$ cat src/rtl/alu_seq_core.sv
// alu_seq_core: sequential add/sub/compare/multiply front-end for the 7-seg decoder.
// Define ALU_SEQ_KEY_SYNC_EN to pass key_n through a two-flop synchroniser.
module alu_seq_core #(
   parameter int MUL_CYCLES = 4
) (
   input  logic        clk,
   input  logic        rst_n,
   input  logic [7:0]  sw,
   input  logic        key_n,
   output logic [12:0] disp_word,
   output logic        busy,
   output logic        done,
   output logic [2:0]  state_dbg
);

   typedef enum logic [2:0] {
      S_A    = 3'd0,
      S_B    = 3'd1,
      S_OP   = 3'd2,
      S_MUL  = 3'd3,
      S_SHOW = 3'd4
   } state_t;

   state_t      state_q;
   logic [7:0]  a_q;
   logic [7:0]  b_q;
   logic [1:0]  op_q;
   logic [7:0]  acc_q;
   logic [7:0]  mcand_q;
   logic [3:0]  mplier_q;
   logic [2:0]  cnt_q;
   logic [12:0] disp_q;
   logic        busy_q;
   logic        done_q;

   logic        key_in;
   logic        key_prev_q;
   logic        step;

   logic [7:0]  acc_d;
   logic [7:0]  mcand_d;
   logic [3:0]  mplier_d;

`ifdef ALU_SEQ_KEY_SYNC_EN
   logic key_s1_q;
   logic key_s2_q;

   // two-flop synchroniser; idles at the released level
   always_ff @(posedge clk or negedge rst_n) begin
      if (!rst_n) begin
         key_s1_q <= 1'b1;
         key_s2_q <= 1'b1;
      end else begin
         key_s1_q <= key_n;
         key_s2_q <= key_s1_q;
      end
   end

   assign key_in = key_s2_q;
`else
   assign key_in = key_n;
`endif

   // remember last key level so a held key yields a single step
   always_ff @(posedge clk or negedge rst_n) begin
      if (!rst_n) begin
         key_prev_q <= 1'b1;
      end else begin
         key_prev_q <= key_in;
      end
   end

   assign step = key_prev_q & ~key_in;

   // one shift-add iteration of the 4x4 multiply
   always_comb begin
      acc_d = acc_q;
      if (mplier_q[0]) begin
         acc_d = acc_q + mcand_q;
      end
      mcand_d  = mcand_q << 1;
      mplier_d = mplier_q >> 1;
   end

   // display word in decoder format {lt, gt, eq, minus, carry, value}
   function automatic logic [12:0] alu_f(
      input logic [1:0] op,
      input logic [7:0] a,
      input logic [7:0] b,
      input logic [7:0] prod
   );
      logic [8:0]  sum;
      logic [12:0] r;
      sum = {1'b0, a} + {1'b0, b};
      r   = '0;
      unique case (op)
         2'd0: r = {4'b0000, sum};
         2'd1: r = (a >= b) ? {5'b00000, a - b}
                            : {4'b0001, 1'b0, b - a};
         2'd2: r = {a < b, a > b, a == b, 2'b00, a};
         2'd3: r = {5'b00000, prod};
      endcase
      return r;
   endfunction

   // sequencer: capture A, B, op; execute; hold result until next step
   always_ff @(posedge clk or negedge rst_n) begin
      if (!rst_n) begin
         state_q  <= S_A;
         a_q      <= '0;
         b_q      <= '0;
         op_q     <= '0;
         acc_q    <= '0;
         mcand_q  <= '0;
         mplier_q <= '0;
         cnt_q    <= '0;
         disp_q   <= '0;
         busy_q   <= 1'b0;
         done_q   <= 1'b0;
      end else begin
         done_q <= 1'b0;
         case (state_q)
            S_A: begin
               disp_q <= {5'b00000, sw};
               if (step) begin
                  a_q     <= sw;
                  state_q <= S_B;
               end
            end
            S_B: begin
               disp_q <= {5'b00000, sw};
               if (step) begin
                  b_q     <= sw;
                  state_q <= S_OP;
               end
            end
            S_OP: begin
               disp_q <= {11'b0, sw[1:0]};
               if (step) begin
                  op_q <= sw[1:0];
                  if (sw[1:0] == 2'd3) begin
                     acc_q    <= '0;
                     mcand_q  <= {4'b0000, a_q[3:0]};
                     mplier_q <= b_q[3:0];
                     cnt_q    <= '0;
                     busy_q   <= 1'b1;
                     state_q  <= S_MUL;
                  end else begin
                     disp_q  <= alu_f(sw[1:0], a_q, b_q, 8'h00);
                     done_q  <= 1'b1;
                     state_q <= S_SHOW;
                  end
               end
            end
            S_MUL: begin
               acc_q    <= acc_d;
               mcand_q  <= mcand_d;
               mplier_q <= mplier_d;
               cnt_q    <= cnt_q + 3'd1;
               if (cnt_q == 3'(MUL_CYCLES - 1)) begin
                  disp_q  <= alu_f(op_q, a_q, b_q, acc_d);
                  busy_q  <= 1'b0;
                  done_q  <= 1'b1;
                  state_q <= S_SHOW;
               end
            end
            S_SHOW: begin
               if (step) begin
                  state_q <= S_A;
               end
            end
            default: begin
               busy_q  <= 1'b0;
               state_q <= S_A;
            end
         endcase
      end
   end

   assign disp_word = disp_q;
   assign busy      = busy_q;
   assign done      = done_q;
   assign state_dbg = state_q;

endmodule

$ cat config.mk
export PLATFORM = sky130hd
export DESIGN_NAME = alu_seq_core
export DESIGN_NICKNAME = d
export VERILOG_FILES = /design/src/rtl/alu_seq_core.sv
export SDC_FILE = /design/constraint.sdc
export NUM_CORES = 1
export LEC_CHECK = 0
export BUFFER_PORTS_ARGS = -buffer_cell sky130_fd_sc_hd__buf_4
export CAP_MARGIN = 20
export CORE_ASPECT_RATIO = 0.6
export CORE_UTILIZATION = 35
export CTS_BUF_LIST = sky130_fd_sc_hd__clkbuf_8 sky130_fd_sc_hd__clkbuf_16
export DETAILED_ROUTE_END_ITERATION = 6
export SLEW_MARGIN = 10
export SYNTH_ARGS = -nofsm -noshare
export SYNTH_HDL_FRONTEND = slang
export SYNTH_SLANG_ARGS = --single-unit
export TNS_END_PERCENT = 1
$ cat constraint.sdc
create_clock -name clk -period 5.5 [get_ports clk]
set_clock_uncertainty 0.15 [all_clocks]
set_input_delay 0 -clock clk [delete_from_list [all_inputs] [get_ports clk]]
set_output_delay 0 -clock clk [all_outputs]
set_load 0.01 [all_outputs]
# After elaboration in Yosys (flattened, before gate mapping)
# Cells that the tools add are included.
# totals
out_inout_bits	18
memories	0
latchBits	0
mem_bits_ro	0
mem_bits_rw	0
reg_bits	60
# op_classes
reduce_logical	14
shifts	0
div_mod_pow	0
magnitude_cmp	3
n_mux	35
bitwise_logic	3
addsub	5
multipliers	0
n_eq_ne	18
# op_table
operator	n
$pmux 13 s3	2
$pmux 13 s4	1
$mux 8	5
$mux 13	3
$pmux 8 s2	2
$mux 3	8
$sub 8x8->8	2
$pmux 3 s5	1
$ne 2x2->1 const B	6
$mux 10	1
$add 8x8->9	1
$eq 3x2->1 const B	3
$add 8x8->8	1
$eq 2x2->1 const B	4
$eq 8x8->1	1
$ge 8x8->1	1
$gt 8x8->1	1
$lt 8x8->1	1
$mux 4	2
$pmux 4 s2	1
$reduce_and 2->1	4
$mux 1	6
$pmux 3 s2	1
$reduce_and 5->1	1
16 further kinds	19

# Longest topological paths before layout
# Gate-level depths: netlist (run 1).
# depth
depth_word	6
ltp_mapped	12

# Least setup slack after synthesis (run 1)
# OpenSTA, ideal clock, no wires.
# synth_timing
path_kind	reg-to-reg
from	register a_q[0]
to	register disp_q[3], in the netlist disp_word[3]
path_slack_ns	2.864
stages_incl_launch_ff	13
t_arrival_ns	2.353
cell_sequence	dfrtp_1 -> inv_1 -> ha_1 -> inv_1 -> fa_1 -> nand3_1 -> a31oi_1 -> nand2b_1 -> buf_6 -> mux2i_4 -> xnor2_1 -> a2111oi_1 -> o21ai_1
# synth_between
elab_chain_cells	6
# synth_lines
element	line	text
start, declared	25	logic [7:0] a_q;
start signal, assigned	126	a_q <= sw;
$sub 8x8->8 (tied with other cells)	99	: {4'b0001, 1'b0, b - a};
$mux 10	98	2'd1: r = (a >= b) ? {5'b00000, a - b}
$pmux 13 s3	96	unique case (op)
$mux 13	141	if (sw[1:0] == 2'd3) begin
$mux 13	139	if (step) begin
$pmux 13 s3 *	122	case (state_q)
end signal, assigned	124	disp_q <= {5'b00000, sw};
end signal, assigned	138	disp_q <= {11'b0, sw[1:0]};
end signal, assigned	149	disp_q <= alu_f(sw[1:0], a_q, b_q, 8'h00);
end, declared	32	logic [12:0] disp_q;
# Mark *: on every way between the ends. The rest lies on a longest branch, timed or not. The select of a mux whose other input is x is not followed.
# A chain may end at the register's enable or synchronous reset.

# Final worst setup path (run 1)
# layout_timing
from	register a_q[1]
to	register disp_q[6], in the netlist disp_word[6]
# Same word-level chain as after synthesis.

==> results of run 1 <==
[stage by stage]
stage               total power [mW]  cells  area, µm²
finish                          3.30    703       5030
global route                    3.54    703       5030
CTS                             3.26    703       5030
detailed placement              2.73    677       4670
global placement                2.72    677       4670
floorplan                       2.22    504       4350
[report_power, final]
part	leakage (nW)	total, mW	internal, mW	switching (mW)
Combinational	1.33	1.94	0.779	1.16
Sequential	0.766	0.846	0.613	0.233
Clock	0.141	0.511	0.299	0.212
[worst paths after layout]
path	start	to	slack [ns]
worst max register to register	a_q[1]$_DFFE_PN0P_	disp_word[6]$_DFFE_PN0P_	2.17
min in group clk	key_n	key_prev_q$_DFF_PN1_	0.22
max in group asynchronous	rst_n	mplier_q[3]$_DFFE_PN0P_	4.50
worst max-delay path	a_q[1]$_DFFE_PN0P_	disp_word[6]$_DFFE_PN0P_	2.17
worst min register to register	mplier_q[3]$_DFFE_PN0P_	mplier_q[2]$_DFFE_PN0P_	0.34
worst min-delay path	rst_n	b_q[7]$_DFFE_PN0P_	0.16
[critical path, stage by stage (launching register included)]
cell	delay (ns)
dfrtp_1	0.54
inv_1	0.19
ha_1	0.38
nand4_1	0.21
a31oi_1	0.30
nand2b_1	0.43
mux2_2	0.39
a21oi_1	0.26
mux2i_1	0.24
o32ai_1	0.11
[per-layer routing]
metal  up-vias  track usage (%)
met5         -                0
met4         0             5.36
met3        22             5.88
met2       195             28.1
met1      1951             35.2
li1       1843                -
[cell families (layout without fill, tap and decap cells)]
| logic type | after synthesis | count (layout) |
|---|---|---|
| mux | 20 | 20 |
| simple gates | 155 | 155 |
| buf+inv | 64 | 98 |
| fa+ha+maj | 39 | 39 |
| compound gates | 153 | 153 |
| xor+xnor | 13 | 13 |
| flops | 60 | 60 |
[timing repair]
| action | in CTS | in global routing |
|---|---|---|
| gates resized for setup | 0 | 0 |
| hold buffers | 10 | 0 |
| endpoints found under the hold margin | 86 | 0 |
[state kept, by name, summed over array words and instances (netlist names)]
signal	flops
disp_word	13
a_q	8
acc_q	8
b_q	8
mcand_q	8
mplier_q	4
cnt_q	3
state_dbg	3
op_q	2
busy	1
done	1
key_prev_q	1
[final cells by class]
| class | instances | share of cell area (%) |
|---|---|---|
| clock inverters | 7 | 0.721 |
| inverters | 41 | 3.06 |
| multi-input cells | 380 | 51.1 |
| well taps | 165 | 4.10 |
| flip-flops and latches | 60 | 29.9 |
| clock buffers | 9 | 4.48 |
| repair buffers | 41 | 6.62 |
[cells in the final DEF (no fill, tap or decap), types with 3 or more instances in the layout]
master	netlist	final
dlygate4sd3_1	0	10
o21bai_1	4	4
a21oi_1	36	36
clkinv_2	0	4
o21ai_0	51	51
a21o_1	3	3
a211oi_1	6	6
nand3_1	16	16
xor2_1	3	3
nand3b_1	3	3
nand4_1	3	3
a221oi_1	3	3
nor2b_1	3	3
fa_1	4	4
inv_1	41	43
o211ai_1	6	6
buf_4	0	31
and3b_1	3	3
xnor2_1	10	10
dfrtp_1	59	59
nor3_1	9	9
clkbuf_16	0	9
mux2_2	10	10
nor2_1	40	40
o221ai_1	3	3
ha_1	35	35
a32o_1	4	4
nand2b_1	7	7
nand2_1	58	58
a31oi_1	5	5
o2111ai_1	3	3
mux2i_1	9	9
==> summary.txt, run 1 <==
Detailed routing
  – Post-DR vias/cell: 5.71
  – Metal2 WL: slightly below 5000 µm
  – Uppermost layer routed: met4
  – Drt drc: 0
  – Post-Route WL: 13400 µm
  – Vias: between 4000 and 5000
  – Met3 wire len: 1440 µm
  – Routed length per placed instance: approximately 19 µm
  – First DRT Iteration DRCs: 493
  – Metal-1 WL: 6910 µm
  – Remaining antenna violation count: 0
  – Pre-antenna DRT Iters: 5

Worst setup path
  – Reg2reg path depth: 9
  – Critical path class: register to register
  – WP data arrival: 3.38 ns
  – Crit path required time: 5.55 ns
  – Critical Path Fanout Max: 7
  – Crit. End Element: register
  – Crit start category: register

Finish
  – Final #Nets: a little under 600
  – Post-layout util: 41.7%
  – Multi-input combinational cell area: 2570 µm²
  – Layout cell share with drive strength beyond 1: 12.1%
  – Diode count: 0
  – Layout fillers: 1201
  – Area Overhead vs Synth: 15.7%
  – Reg area: roughly 1500 µm²

Clock tree
  – CTS Buffer Depth: 2
  – Setup Fix Bufs, Post-CTS: 0
  – Num CTS Buffers: 9
  – CTS root buf: clkbuf_16
  – CTS H-tree depth: 3
  – CTS sink count: 60
  – TritonCTS clock tree: yes
  – Clk_lat worst skew: 0.33 ns
  – Clock slew at reported path FFs: about 0.060 ns

Synth
  – Yosys top cell area share: about 34%
  – Commonest cells in the netlist: dfrtp_1 (59), nand2_1 (58), o21ai_0 (51)
  – Seq/Total Area, Yosys: about 35%
  – Number of synthesized flops with an enable pin: 0
  – Largest family of logic cells by synthesized area: compound AO/OA/AOI/OAI gates
  – Synth top area cells: dfrtp_1 (34%), ha_1 (10%), o21ai_0 (5.9%), nand2_1 (5.0%), a21oi_1 (4.1%)
  – Synth Register Bits: 60
  – Cells after synthesis: 504
  – Syn_nets: 554
  – Synth cell types: 67
  – Yosys warning count: 0
  – Synth Area in XOR/XNOR: around 2.6%
  – Mux contribution to synthesized area: 5.18%
  – Simple-Gate Fraction of Synth Area: 16.6%
  – Synth Cell Area: approximately 4300 µm²
  – Post-synthesis area per instance: between 8 and 9 µm²
  – Async SR Flop Fraction: 100%
  – Synth Area in Compound Gates: 22.9%
  – Fraction of the mapped netlist area in adder cells: 11.9%
  – Count leader, synth: dfrtp_1
  – Synth area leader: dfrtp_1
  – Main flop type after synthesis: dfrtp_1

STA
  – Fin. max-slew vios: 0
  – Worst-Margin Slew: 1.04 ns
  – Setup ws final: 2.17 ns
  – Tmin final: about 3.3 ns
  – Worst hold margin: 0.157 ns
  – # setup viols final: 0
  – Maximum clock rate: ~0.30 GHz
  – RSZ-0062 raised after global routing: no
  – Period utilization: 60.5%
  – Normalized max-slew margin: 29.6%
  – Setup_tns: 0 ns
  – Hold Violations, Final: 0

Place
  – Dpl ws: 2.28 ns
  – IO Port Bufs: 28
  – DP Wirelength: 10100 µm
  – GPL Wtd Cong: 0.925

Pwr
  – Max VDD drop: 0.212 mV
  – PD cells: 656 nW/µm²
  – Pleak: 2.23 nW

Floorplanning
  – Die area: 12900 µm²
  – Die W: between 100 and 150 µm
  – Die Y: 88.3 µm
  – Core ar.: 12100 µm²
  – Cell row count: 31
  – Initial Util: 36.0%
  – IO Pins: 29

Outcome
  – Run status: finished clean

Global route
  – Largest net degree at the start of global routing: roughly 60
  – GR Overflow Total: 0
  – Vias in the first global route: roughly 3600
  – Initial antenna violation count: 0
  – First-pass GRT wire length: 21400 µm
  – Total Routing Usage GR: 22.1%

Worst hold path
  – Hold Crit Class: input port to async pin

Flow run
  – Max_cap viols: 0
No activity file was read; power rests on OpenSTA's default activity.
==> run 2: changes to the inputs <==
==> constraint.sdc (replaced) <==
create_clock -name clk -period 3.32 [get_ports clk]
set_clock_uncertainty 0.15 [all_clocks]
set_input_delay 0 -clock clk [delete_from_list [all_inputs] [get_ports clk]]
set_output_delay 0 -clock clk [all_outputs]
set_load 0.01 [all_outputs]
==> run 2 against run 1 <==
Non-clock buffer count increased by 19. Core utilization increased by 1.5 points. Global-route usage increased by 0.56 points. Critical path depth unchanged. Fmax increased by 11%. Largest cell class unchanged. Final cell count increased by 2.7%. Highest routed layer unchanged. Die area unchanged. First-iteration DRC count decreased by 25%. Final area increased by 3.7%. Critical endpoint is now disp_word[3]$_DFFE_PN0P_. Via count decreased by 0.25%.
==> summary.txt, run 2 (synthesis results as in run 1) <==
Outcome
  – Run status: finished clean

Detailed routing
  – Pre-antenna DRT Iters: 5
  – First DRT Iteration DRCs: 372
  – Post-Route WL: between 10000 and 15000 µm
  – Remaining antenna violation count: 0
  – Post-DR vias/cell: 5.54
  – Vias: roughly 4000
  – Drt drc: 0
  – Routed length per placed instance: between 15 and 20 µm

Worst hold path
  – Hold Crit Class: input port to async pin

Place
  – DP Wirelength: 10500 µm
  – GPL Wtd Cong: 0.976
  – Area post-placement: a little under 5000 µm²
  – Dpl ws: around 0.26 ns
  – IO Port Bufs: 28

Clock tree
  – CTS H-tree depth: 3
  – Clock slew at reported path FFs: around 0.06 ns
  – CTS Buffer Depth: 2
  – Clk_lat worst skew: 0.34 ns
  – CTS root buf: clkbuf_16
  – CTS sink count: 60
  – Num CTS Buffers: 9
  – TritonCTS clock tree: yes

Finish
  – Diode count: 0
  – Area Overhead vs Synth: 20.0%
  – Fin area: 5210 µm²
  – Most common cell after layout, fill and taps aside: dfrtp_1
  – Layout cell share with drive strength beyond 1: 15.6%
  – Final #Nets: 602
  – Most frequent cells in the layout: dfrtp_1 (59), nand2_1 (58), o21ai_0 (51)
  – Max reg flops: 13
  – Post-layout util: 43.2%

Worst setup path
  – Worst reg2reg setup slack: between 0.3 and 0.4 ns
  – Crit start category: register
  – Worst reg2reg path endpoint: disp_word[3]$_DFFE_PN0P_
  – Crit path required time: 3.38 ns
  – Reg2reg path depth: 9
  – Buf/Inv on CP: 1
  – Critical path cell sequence: inv_1 > ha_1 > nand4_1 > a31oi_1 > nand2b_2 > mux2i_4 > xnor2_1 > a2111oi_1 > o21ai_1
  – WP data arrival: 3.06 ns
  – CP max-delay cell: ha_1
  – Crit. End Element: register
  – RR Startpoint: a_q[2]$_DFFE_PN0P_
  – CP peak stage delay: 0.48 ns
  – Critical path class: register to register
  – Critical Path Fanout Max: 11
  – Family with the most delay on the worst path: compound AO/OA/AOI/OAI gates

Pwr
  – Pleak: 2.33 nW
  – Max VDD drop: a little over 0.3 mV
  – PD cells: roughly 1100 nW/µm²

Global route
  – Initial antenna violation count: 0
  – GR Overflow Total: 0
  – Vias in the first global route: 3774
  – Largest net degree at the start of global routing: 61
  – First-pass GRT wire length: 21800 µm
  – Total Routing Usage GR: 22.7%

Floorplanning
  – IO Pins: 29
  – Core ar.: about 12000 µm²
  – Initial Util: 36.0%
  – Die Y: about 90 µm
  – Cell row count: 31
  – Die W: 146 µm
  – Die area: 12900 µm²

STA
  – Maximum clock rate: 0.334 GHz
  – Setup_tns: 0 ns
  – # setup viols final: 0
  – Tmin final: 2.99 ns
  – Setup ws final: 0.328 ns
  – Fin. max-slew vios: 0
  – Worst-Margin Slew: 0.827 ns
  – Period utilization: 90.1%
  – Normalized max-slew margin: 44.8%
  – Hold Violations, Final: 0
  – RSZ-0062 raised after global routing: no

Flow run
  – Max_cap viols: 0
-- run 2: power by group --
group	total [mW]	internal [mW]	leakage, nW	switching, mW
Clock	0.962	0.599	0.144	0.362
Combinational	3.48	1.47	1.42	2.02
Sequential	1.40	1.02	0.766	0.385
Total	5.85	3.08	2.33	2.77
-- run 2: worst max path at each step --
stage / start / cells after the start / end
floorplan: a_q[0]$_DFFE_PN0P_ / 12 / disp_word[3]$_DFFE_PN0P_
global placement: a_q[2]$_DFFE_PN0P_ / 9 / disp_word[3]$_DFFE_PN0P_
detailed placement: a_q[2]$_DFFE_PN0P_ / 9 / disp_word[3]$_DFFE_PN0P_
CTS: a_q[2]$_DFFE_PN0P_ / 9 / disp_word[3]$_DFFE_PN0P_
global route: a_q[2]$_DFFE_PN0P_ / 9 / disp_word[7]$_DFFE_PN0P_
finish: a_q[2]$_DFFE_PN0P_ / 9 / disp_word[3]$_DFFE_PN0P_
-- run 2: routing by layer --
layer,track usage (%),part of all wire (%)
met1,34.4,53
met2,28.8,36
met3,9.12,10
met4,5.36,0.81
met5,0,0
-- run 2: layout make-up --
| class | instances | area, µm² |
|---|---|---|
| fill | 1197 | 6850 |
| multi-input combinational | 380 | 2570 |
| sequential | 60 | 1500 |
| timing repair buffer | 60 | 473 |
| clock buffer | 10 | 239 |
| tap | 165 | 206 |
| inverter | 41 | 154 |
| clock inverter | 6 | 63.8 |
-- run 2: metrics by stage --
stage	hold slack, ns	instances	total power, mW
2_1_floorplan	-0.446	504	3.68
3_3_place_gp	-0.00606	695	4.74
3_5_place_dp	-0.00306	695	4.77
4_1_cts	0.182	721	5.77
5_1_grt	0.209	722	6.26
6_report	0.131	722	5.85
-- run 2: repair_timing --
| action | in CTS | in global routing |
|---|---|---|
| hold buffers | 10 | 0 |
| endpoints found under the setup margin | 0 | 4 |
| gates resized for setup | 0 | 1 |
| hold endpoints to repair | 83 | 0 |
| setup buffers | 0 | 0 |
